`config.mk`:
```
export PLATFORM = sky130hd
export DESIGN_NAME = craps_ctrl
export DESIGN_NICKNAME = d
export VERILOG_FILES = /design/src/rtl/dice_pkg.sv /design/src/rtl/craps_rules.sv /design/src/rtl/craps_ctrl.sv
export SDC_FILE = /design/constraint.sdc
export NUM_CORES = 1
export LEC_CHECK = 0
export ABC_AREA = 0
export BUFFER_PORTS_ARGS = -buffer_cell sky130_fd_sc_hd__buf_2
export CAP_MARGIN = 5
export CORE_UTILIZATION = 34
export CTS_CLUSTER_DIAMETER = 50
export DETAILED_ROUTE_END_ITERATION = 6
export PLACE_DENSITY_LB_ADDON = 0.25
export SYNTH_ARGS = -nofsm -noshare
export SYNTH_HDL_FRONTEND = slang
export SYNTH_SLANG_ARGS = --single-unit
```
`constraint.sdc`:
```
create_clock -name clk -period 3.26 [get_ports clk]
set_input_delay 0.163 -clock clk [delete_from_list [all_inputs] [get_ports clk]]
set_output_delay 0.163 -clock clk [all_outputs]
set_load 0.05 [all_outputs]
```
`src/rtl/dice_pkg.sv`:
```
// Shared types and constants for the craps game controller.
package dice_pkg;

  typedef enum logic [2:0] {
    S_IDLE, S_D1, S_GAP, S_D2, S_EVAL, S_POINT, S_DONE
  } state_t;

  typedef enum logic [1:0] {
    OUT_NONE, OUT_WIN, OUT_LOSE, OUT_POINT
  } outcome_t;

  localparam int SUM_W   = 4;
  localparam int DIE_MAX = 6;

  function automatic logic die_ok(input logic [2:0] v);
    return (v != 3'd0) && (v <= 3'(DIE_MAX));
  endfunction

endpackage

```
`src/rtl/craps_rules.sv`:
```
// Combinational craps rule decoder: classifies a throw sum against the current point.
module craps_rules
  import dice_pkg::*;
(
  input  logic [SUM_W-1:0] sum_i,
  input  logic [SUM_W-1:0] point_i,
  output outcome_t         outcome_o
);

  always_comb begin
    outcome_o = OUT_NONE;
    if (point_i == '0) begin
      unique case (sum_i)
        4'd7, 4'd11:        outcome_o = OUT_WIN;
        4'd2, 4'd3, 4'd12:  outcome_o = OUT_LOSE;
        default:            outcome_o = OUT_POINT;
      endcase
    end else if (sum_i == point_i) begin
      outcome_o = OUT_WIN;
    end else if (sum_i == 4'd7) begin
      outcome_o = OUT_LOSE;
    end
  end

endmodule

```
`src/rtl/craps_ctrl.sv`:
```
// Two-dice craps sequencer: drives the roll unit enable, captures both dice,
// and registers the come-out / point-phase result from craps_rules.
module craps_ctrl
  import dice_pkg::*;
#(
  parameter int GAP_CYCLES = 2,
  parameter int CNT_W      = 8
) (
  input  logic             clk,
  input  logic             rst_n,
  input  logic             start,
  input  logic [2:0]       roll_num,
  input  logic             roll_choose,
  output logic             roll_en,
  output logic [2:0]       die1,
  output logic [2:0]       die2,
  output logic [SUM_W-1:0] sum,
  output logic [SUM_W-1:0] point,
  output logic             point_valid,
  output logic             win,
  output logic             lose,
  output logic             busy,
  output logic [CNT_W-1:0] throws
);

  localparam int GAP_W = (GAP_CYCLES > 1) ? $clog2(GAP_CYCLES) : 1;
  localparam logic [GAP_W-1:0] GAP_LOAD = GAP_W'(GAP_CYCLES - 1);

  state_t           state_q, state_d;
  logic             start_q, d2_armed_q, roll_en_q;
  logic [2:0]       die1_q, die1_d, die2_q, die2_d;
  logic [SUM_W-1:0] sum_q, sum_d, point_q, point_d;
  logic             win_q, win_d, lose_q, lose_d;
  logic [CNT_W-1:0] throws_q, throws_d;
  logic [GAP_W-1:0] gap_q, gap_d;
  logic             start_rise;
  outcome_t         outcome;

  assign start_rise = start & ~start_q;

  craps_rules u_rules (
    .sum_i    (sum_q),
    .point_i  (point_q),
    .outcome_o(outcome)
  );

  always_comb begin
    state_d  = state_q;
    die1_d   = die1_q;
    die2_d   = die2_q;
    sum_d    = sum_q;
    point_d  = point_q;
    win_d    = win_q;
    lose_d   = lose_q;
    throws_d = throws_q;
    gap_d    = gap_q;
    unique case (state_q)
      S_IDLE, S_DONE: if (start_rise) begin
        state_d  = S_D1;
        die1_d   = '0;
        die2_d   = '0;
        sum_d    = '0;
        point_d  = '0;
        win_d    = 1'b0;
        lose_d   = 1'b0;
        throws_d = '0;
      end
      S_POINT: if (start_rise) begin
        state_d = S_D1;
        die1_d  = '0;
        die2_d  = '0;
        sum_d   = '0;
      end
      S_D1: if (roll_choose && die_ok(roll_num)) begin
        die1_d  = roll_num;
        gap_d   = GAP_LOAD;
        state_d = S_GAP;
      end
      S_GAP: begin
        if (gap_q == '0) state_d = S_D2;
        else             gap_d   = gap_q - GAP_W'(1);
      end
      // The unit clears num on the enable edge, so the first D2 cycle is blind.
      S_D2: if (d2_armed_q && roll_choose && die_ok(roll_num)) begin
        die2_d  = roll_num;
        sum_d   = {1'b0, die1_q} + {1'b0, roll_num};
        state_d = S_EVAL;
      end
      S_EVAL: begin
        throws_d = (throws_q == '1) ? throws_q : throws_q + CNT_W'(1);
        unique case (outcome)
          OUT_WIN:   begin win_d  = 1'b1; state_d = S_DONE; end
          OUT_LOSE:  begin lose_d = 1'b1; state_d = S_DONE; end
          OUT_POINT: begin point_d = sum_q; state_d = S_POINT; end
          default:   state_d = S_POINT;
        endcase
      end
      default: state_d = S_IDLE;
    endcase
  end

  always_ff @(posedge clk or negedge rst_n) begin
    if (!rst_n) begin
      state_q    <= S_IDLE;
      // Reset high so a start held through reset must drop before it counts.
      start_q    <= 1'b1;
      d2_armed_q <= 1'b0;
      roll_en_q  <= 1'b0;
      die1_q     <= '0;
      die2_q     <= '0;
      sum_q      <= '0;
      point_q    <= '0;
      win_q      <= 1'b0;
      lose_q     <= 1'b0;
      throws_q   <= '0;
      gap_q      <= '0;
    end else begin
      state_q    <= state_d;
      start_q    <= start;
      d2_armed_q <= (state_q == S_D2);
      roll_en_q  <= (state_d == S_D1) || (state_d == S_D2);
      die1_q     <= die1_d;
      die2_q     <= die2_d;
      sum_q      <= sum_d;
      point_q    <= point_d;
      win_q      <= win_d;
      lose_q     <= lose_d;
      throws_q   <= throws_d;
      gap_q      <= gap_d;
    end
  end

  assign roll_en     = roll_en_q;
  assign die1        = die1_q;
  assign die2        = die2_q;
  assign sum         = sum_q;
  assign point       = point_q;
  assign win         = win_q;
  assign lose        = lose_q;
  assign throws      = throws_q;
  assign point_valid = (point_q != '0) && !win_q && !lose_q;
  assign busy        = (state_q == S_D1) || (state_q == S_GAP) ||
                       (state_q == S_D2) || (state_q == S_EVAL);

endmodule

```
## After elaboration in Yosys (flattened, before gate mapping)

Cells that the tools add are included.

- Add/sub/neg operators: 3
- Magnitude comparators: 1
- Equality and inequality tests: 26
- Multiplexer cells: 31
- Bitwise operators: 2
- Reduce and logical (&&, ||, !) cells: 32

Operators with widths:

| cell | count |
|---|---|
| 3-bit 2-to-1 mux | 7 |
| 3-bit AND reduction | 6 |
| 8-bit 2-to-1 mux | 2 |
| 4-bit case mux with 2 select lines | 2 |
| 8-bit case mux with 2 select lines | 1 |
| 3-bit case mux with 5 select lines | 1 |
| 4-bit 2-to-1 mux | 3 |
| 3-bit case mux with 2 select lines | 2 |
| 3-bit by 2-bit equality test with 1-bit output, second input constant | 3 |
| 3-bit equality test, second input constant | 3 |
| 8-bit by 1-bit adder with 8-bit output, second input constant | 1 |
| 4-bit by 2-bit equality test with 1-bit output, second input constant | 2 |
| 4-bit equality test, second input constant | 2 |
| 8-bit equality test, second input constant | 1 |
| 2-bit 2-to-1 mux | 4 |
| 2-bit by 1-bit != test with 1-bit output, second input constant | 4 |
| 2-bit != test, second input constant | 4 |
| 2-bit nonzero test | 4 |
| 3-bit by 1-bit equality test with 1-bit output, second input constant | 2 |
| 1-bit logical AND | 6 |
| 1-bit case mux with 2 select lines | 3 |
| 2-bit OR reduction | 3 |
| 3-bit OR reduction | 2 |
| 1-bit 2-to-1 mux | 5 |
| other kinds (17) | 22 |

- Flip-flop bits (word level): 31
- Input port bits: 7
- Output and inout bits: 27
- Word-level logic and storage cells: 107

## Logic depth before layout (Yosys ltp)

- Depth in word-level cells: 10
- Mapped depth: 10
- Gate-level depth less buffers: 9

## Modules after synthesis

A second synthesis with hierarchy kept.

- Cell total of the unflattened synthesis: 168
- Area total of the unflattened synthesis: 1757.9 um^2

Modules (own cells, without submodules):

| module | instances | cells an instance | area each (um^2) | seq. area each (um^2) |
|---|---|---|---|---|
| craps_ctrl | 1 | 154 | 1629.1 | 777.0 |
| craps_rules | 1 | 14 | 128.9 | 0.0 |

## Worst setup path before layout

OpenSTA, ideal clock, no wires.

- Path type: reg2reg
- From: register point_q[1], in the netlist point[1]
- To: register roll_en_q, in the netlist roll_en
- Setup time: 0.124 ns
- Arrival time: 2.833 ns
- Data required time: 3.136 ns
- Setup slack: 0.303 ns
- Stages on the path, launching flop included: 10
- Buffers on the path: 0
- Clock period less this slack: 2.957 ns
- Cell sequence: dfrtp_1 > nor4_1 > and4bb_2 > o21ai_0 > a21oi_1 > ha_1 > inv_1 > a21boi_0 > or4_1 > nor2b_1

- Longest elaborated chain between the ends: 9
- Elaborated cells between the ends (all ways): 12
- Classes of those cells: 5 x eq/ne; 4 x mux; 3 x reduce/logical

Ends and longest elaborated chain:

| element | line | RTL |
|---|---|---|
| start: declaration | craps_ctrl.sv:32 | `logic [SUM_W-1:0] sum_q, sum_d, point_q, point_d;` |
| start signal: assignment | craps_ctrl.sv:125 | `point_q <= point_d;` |
| 4-bit equality test | craps_rules.sv:18 | `end else if (sum_i == point_i) begin` |
| 2-bit 2-to-1 mux | craps_rules.sv:18 |  |
| 2-bit 2-to-1 mux * | craps_rules.sv:12 | `if (point_i == '0) begin` |
| 2-bit equality test / 2-bit by 1-bit equality test with 1-bit output (equally long branches) | craps_ctrl.sv:91 | `unique case (outcome)` |
| 2-bit OR reduction (no source line) * | - |  |
| 2-bit 2-to-1 mux * | craps_ctrl.sv:91 |  |
| 3-bit case mux with 5 select lines * | craps_ctrl.sv:57 | `unique case (state_q)` |
| net state_d[0] | craps_ctrl.sv:29 | `state_t state_q, state_d;` |
| 3-bit by 1-bit equality test with 1-bit output / 3-bit by 2-bit equality test with 1-bit output (equally long branches) | craps_ctrl.sv:121 | `roll_en_q <= (state_d == S_D1) \|\| (state_d == S_D2);` |
| 1-bit logical OR * | craps_ctrl.sv:121 |  |
| end signal: assignment | craps_ctrl.sv:121 |  |
| end: declaration | craps_ctrl.sv:30 | `logic start_q, d2_armed_q, roll_en_q;` |

The timed path passes the listed nets; every way through them passes the cells marked *.
A chain may end at the register's enable or synchronous reset.

## Worst setup path in the final report

Ends and elaborated chain as after synthesis.

==> results list <==
* Status: completed
- The library cell used most frequently in the layout, excluding fill and tap cells, is sky130_fd_sc_hd__buf_2.
* Library cell contributing the largest single delay on the critical path: sky130_fd_sc_hd__or4_1
* Growth of design area from synthesis to finish: 18.00%
- The design draws 1.609 mW.
* Worst min-delay path class: primary input to flop
- In this run the static leakage power is 1.017 nW.
- Total negative slack for setup checks: 0 ns
* Max-slew violation count: 0
* Cell count after synthesis: 183
- The worst setup path is of the flop to flop kind.
- In the routed design, unresolved DRC markers number 0.
- STA classifies the critical path endpoint as a flop.
* Clock Skew: 0.006465 ns
- The clock passes through at most 2 buffers.
* Sequential area share after synthesis: 43.34%
- Of all flip-flops after synthesis, the portion carrying an async set or reset was 100.0%.
* WL/cell: 13.06 um
- For this design the ratio of total power to cell area is 760.5 nW/um^2.
- Maximum clock frequency: 380.3 MHz
- The largest single stage delay on the critical path is 0.48 ns.
- Vias in the first global route: 1,312
- Net count reported at finish: 234
* Total number of vias: 1,465
* Number of ports placed on the die boundary: 34
- Relative slew slack: 52.89%
- EDFF count, synth: 0
- The worst setup path is launched from a flop.
- Initial Utilization: 35.11%
* HPWL after detailed placement: 2712 um
* Clk pin slew, worst setup/hold paths: 0.07 ns
- Total number of H-tree levels: 2
* Overall die height: 74.62 um
- For the pin with the worst max-slew slack, the measured transition is 0.7066 ns.
- Using the TritonRoute via totals, the vias-per-cell ratio works out to 5.052.
- Arrival time of the worst setup path: 2.79 ns
- TritonCTS built the clock tree.
- Counting the fill cells in the layout gives 524.
- After floorplanning, the core was divided into 26 placement rows.
* Diode insertion count for antenna repair: 0
* Count of distinct cell types in the synthesized netlist: 49
* Kind of cell adding the most delay to the critical path: simple AND/OR/NAND/NOR gates
- Cells fill 41.43% of the core in the end.
- Detailed-router iteration count before antenna repair: 4
- Total nets after synthesis: 198
- The tool flagged a number of max-cap violations equal to 0.
- In this run the remaining antenna-violating nets after routing total 0.
- Total CTS buffers: 5
- Remaining global-route overflow: 0
- Syn avg cell area: 9.798 um^2
- The worst hold path passes through 3 cells.
* Floorplan die area: 5568 um^2
- After detailed placement, the total cell area comes to 2014 um^2.
- Gpl congestion: 0.7813
- Core Footprint: 5107 um^2
- Among all flip-flop cells after synthesis, the most frequent one is sky130_fd_sc_hd__dfrtp_1.
* Final worst-path cycle share: 80.66%
- VDD sags by at most 0.3522 mV.
- Number of cells on the critical path: 10
- The critical path contains buffers and inverters numbering 2 combined.
* Width of the chip: 74.62 um
- Leading cell types in the layout, fill and taps excluded: sky130_fd_sc_hd__buf_2 (33), sky130_fd_sc_hd__dfrtp_1 (30), sky130_fd_sc_hd__nand2_1 (25)
* Number of DRC markers in iteration 0: 59
- The clock drives 31 sinks.
* Global-route usage over all layers: 14.57%
* #FFs+latches synth: 31
- For this run, the number of Yosys warnings is 0.
- Maximum number of pins on one net before global-route repair: 32
* Count of cells along the worst register-to-register path: 10
* Port Buffer Count: 33
- The number of antenna violations at the first check in global routing was 0.
- Of all nets on the critical path, the largest fanout is 7.
- Final setup violation count: 0
- Post-detailed-routing wire length: 3787 um
* Post-route cell area: 2116 um^2
- Wire length of the first global-routing pass: 6210 um
* CP Cell Sequence: nor4_1, buf_4, and4bb_2, o21ai_0, a21oi_1, ha_1, inv_1, a21boi_0, or4_1, nor2b_1
- Fraction of layout cells with a size suffix above 1: 20.91%
- CTS Root Cell: sky130_fd_sc_hd__clkbuf_8
* Post-synthesis cell area: 1793 um^2
* Hold Fails Final Rpt: 0
- Post-layout minimum cycle time: 2.630 ns
* Worst endpoint required time: 3.42 ns
- Setup repair after global routing missed its margin: no
* Clk_lat worst skew: 0.28 ns
[sequential cells by signal (all words and copies together) (netlist names), 3 cells and up]
name / count
throws: 8
point: 4
sum: 4
die1: 3
die2: 3
state_q: 3
[power by group]
| part | switching (mW) | total (mW) | internal [mW] | leakage (nW) |
|---|---|---|---|---|
| combinational | 0.490 | 0.725 | 0.235 | 0.557 |
| sequential | 0.125 | 0.596 | 0.471 | 0.418 |
| clock | 0.138 | 0.288 | 0.150 | 0.0422 |
[cells in the mapped netlist, drive strengths merged (2+ instances only)]
library cell  count  area share, %
a211oi            3            1.3
a21o              2           0.84
a21oi            10            2.8
a22o              7            3.4
a41oi             2           0.98
and2              2           0.70
buf               3            1.3
clkbuf            4           0.84
dfrtp            30             42
ha                7            4.9
inv               7            1.5
mux2i             8            4.5
nand2            25            5.2
nand2b            6            2.1
nand3             2           0.56
nand4             3            1.0
nor2              8            1.7
nor2b             6            2.1
nor3              4            1.1
nor3b             2            1.1
nor4              2            1.5
o211ai            3            1.3
o21ai             6            1.7
or3               4            1.4
or4               3            1.3
xnor2             6            2.9
[what timing repair did]
item,4_1_cts,5_1_grt
gates resized for setup,0,0
setup buffers,0,0
endpoints found under the hold margin,31,0
hold buffers,2,0
[path summary, 6_finish.rpt]
kind,start,end,slack [ns]
max in group asynchronous,rst_n,point[0],2.34
hold reg to reg,die2[2],die2[2],0.53
setup reg to reg,point[1],roll_en,0.63
setup / recovery,point[1],roll_en,0.63
hold / removal,roll_num[0],die2[0],0.17
min in group asynchronous,rst_n,throws[4],0.47
[per-stage QoR]
stage	setup WS, ns	hold WS, ns	cells
after global routing	0.3838	0.1694	290
after CTS	0.6241	0.1624	290
final	0.6303	0.1667	290
after global placement	0.7038	0.2744	280
after floorplan	0.3031	-0.1326	183
after detailed placement	0.6540	0.2655	280
[logic make-up (layout without fill, tap and decap cells)]
kind of cell / count (synthesis) / in the layout / synth area share [%]
flip-flops: 31 / 31 / 43.34
AND/OR/NAND/NOR: 71 / 71 / 21.98
buffers and inverters: 15 / 52 / 3.838
multiplexers: 8 / 8 / 4.466
XOR/XNOR: 6 / 6 / 2.931
adder cells (fa/ha/maj): 9 / 9 / 6.560
AO/OA/AOI/OAI: 43 / 43 / 16.89
[per-layer routing]
| metal | wire [um] | track usage [%] | vias up |
|---|---|---|---|
| met5 | 0 | 0 | - |
| met4 | 28 | 3.145 | 0 |
| met3 | 132 | 3.614 | 4 |
| met2 | 1699 | 21.92 | 26 |
| met1 | 1926 | 21.22 | 702 |
| li1 | - | - | 733 |
[worst min-delay path: stages]
cell and delay, ns:
sky130_fd_sc_hd__buf_2 0.12, sky130_fd_sc_hd__nand2_1 0.06, sky130_fd_sc_hd__mux2i_1 0.05
[area by class of cell]
class | instances | area [um^2] | area share, %
Multi-Input combinational cell | 137 | 947.2 | 44.77
Sequential cell | 31 | 777.0 | 36.72
Timing Repair Buffer | 36 | 192.7 | 9.107
Tap cell | 70 | 87.58 | 4.140
Clock buffer | 7 | 76.32 | 3.607
Inverter | 8 | 30.03 | 1.419
Clock inverter | 1 | 5.005 | 0.2365
Power figures use the tool's default switching activity.
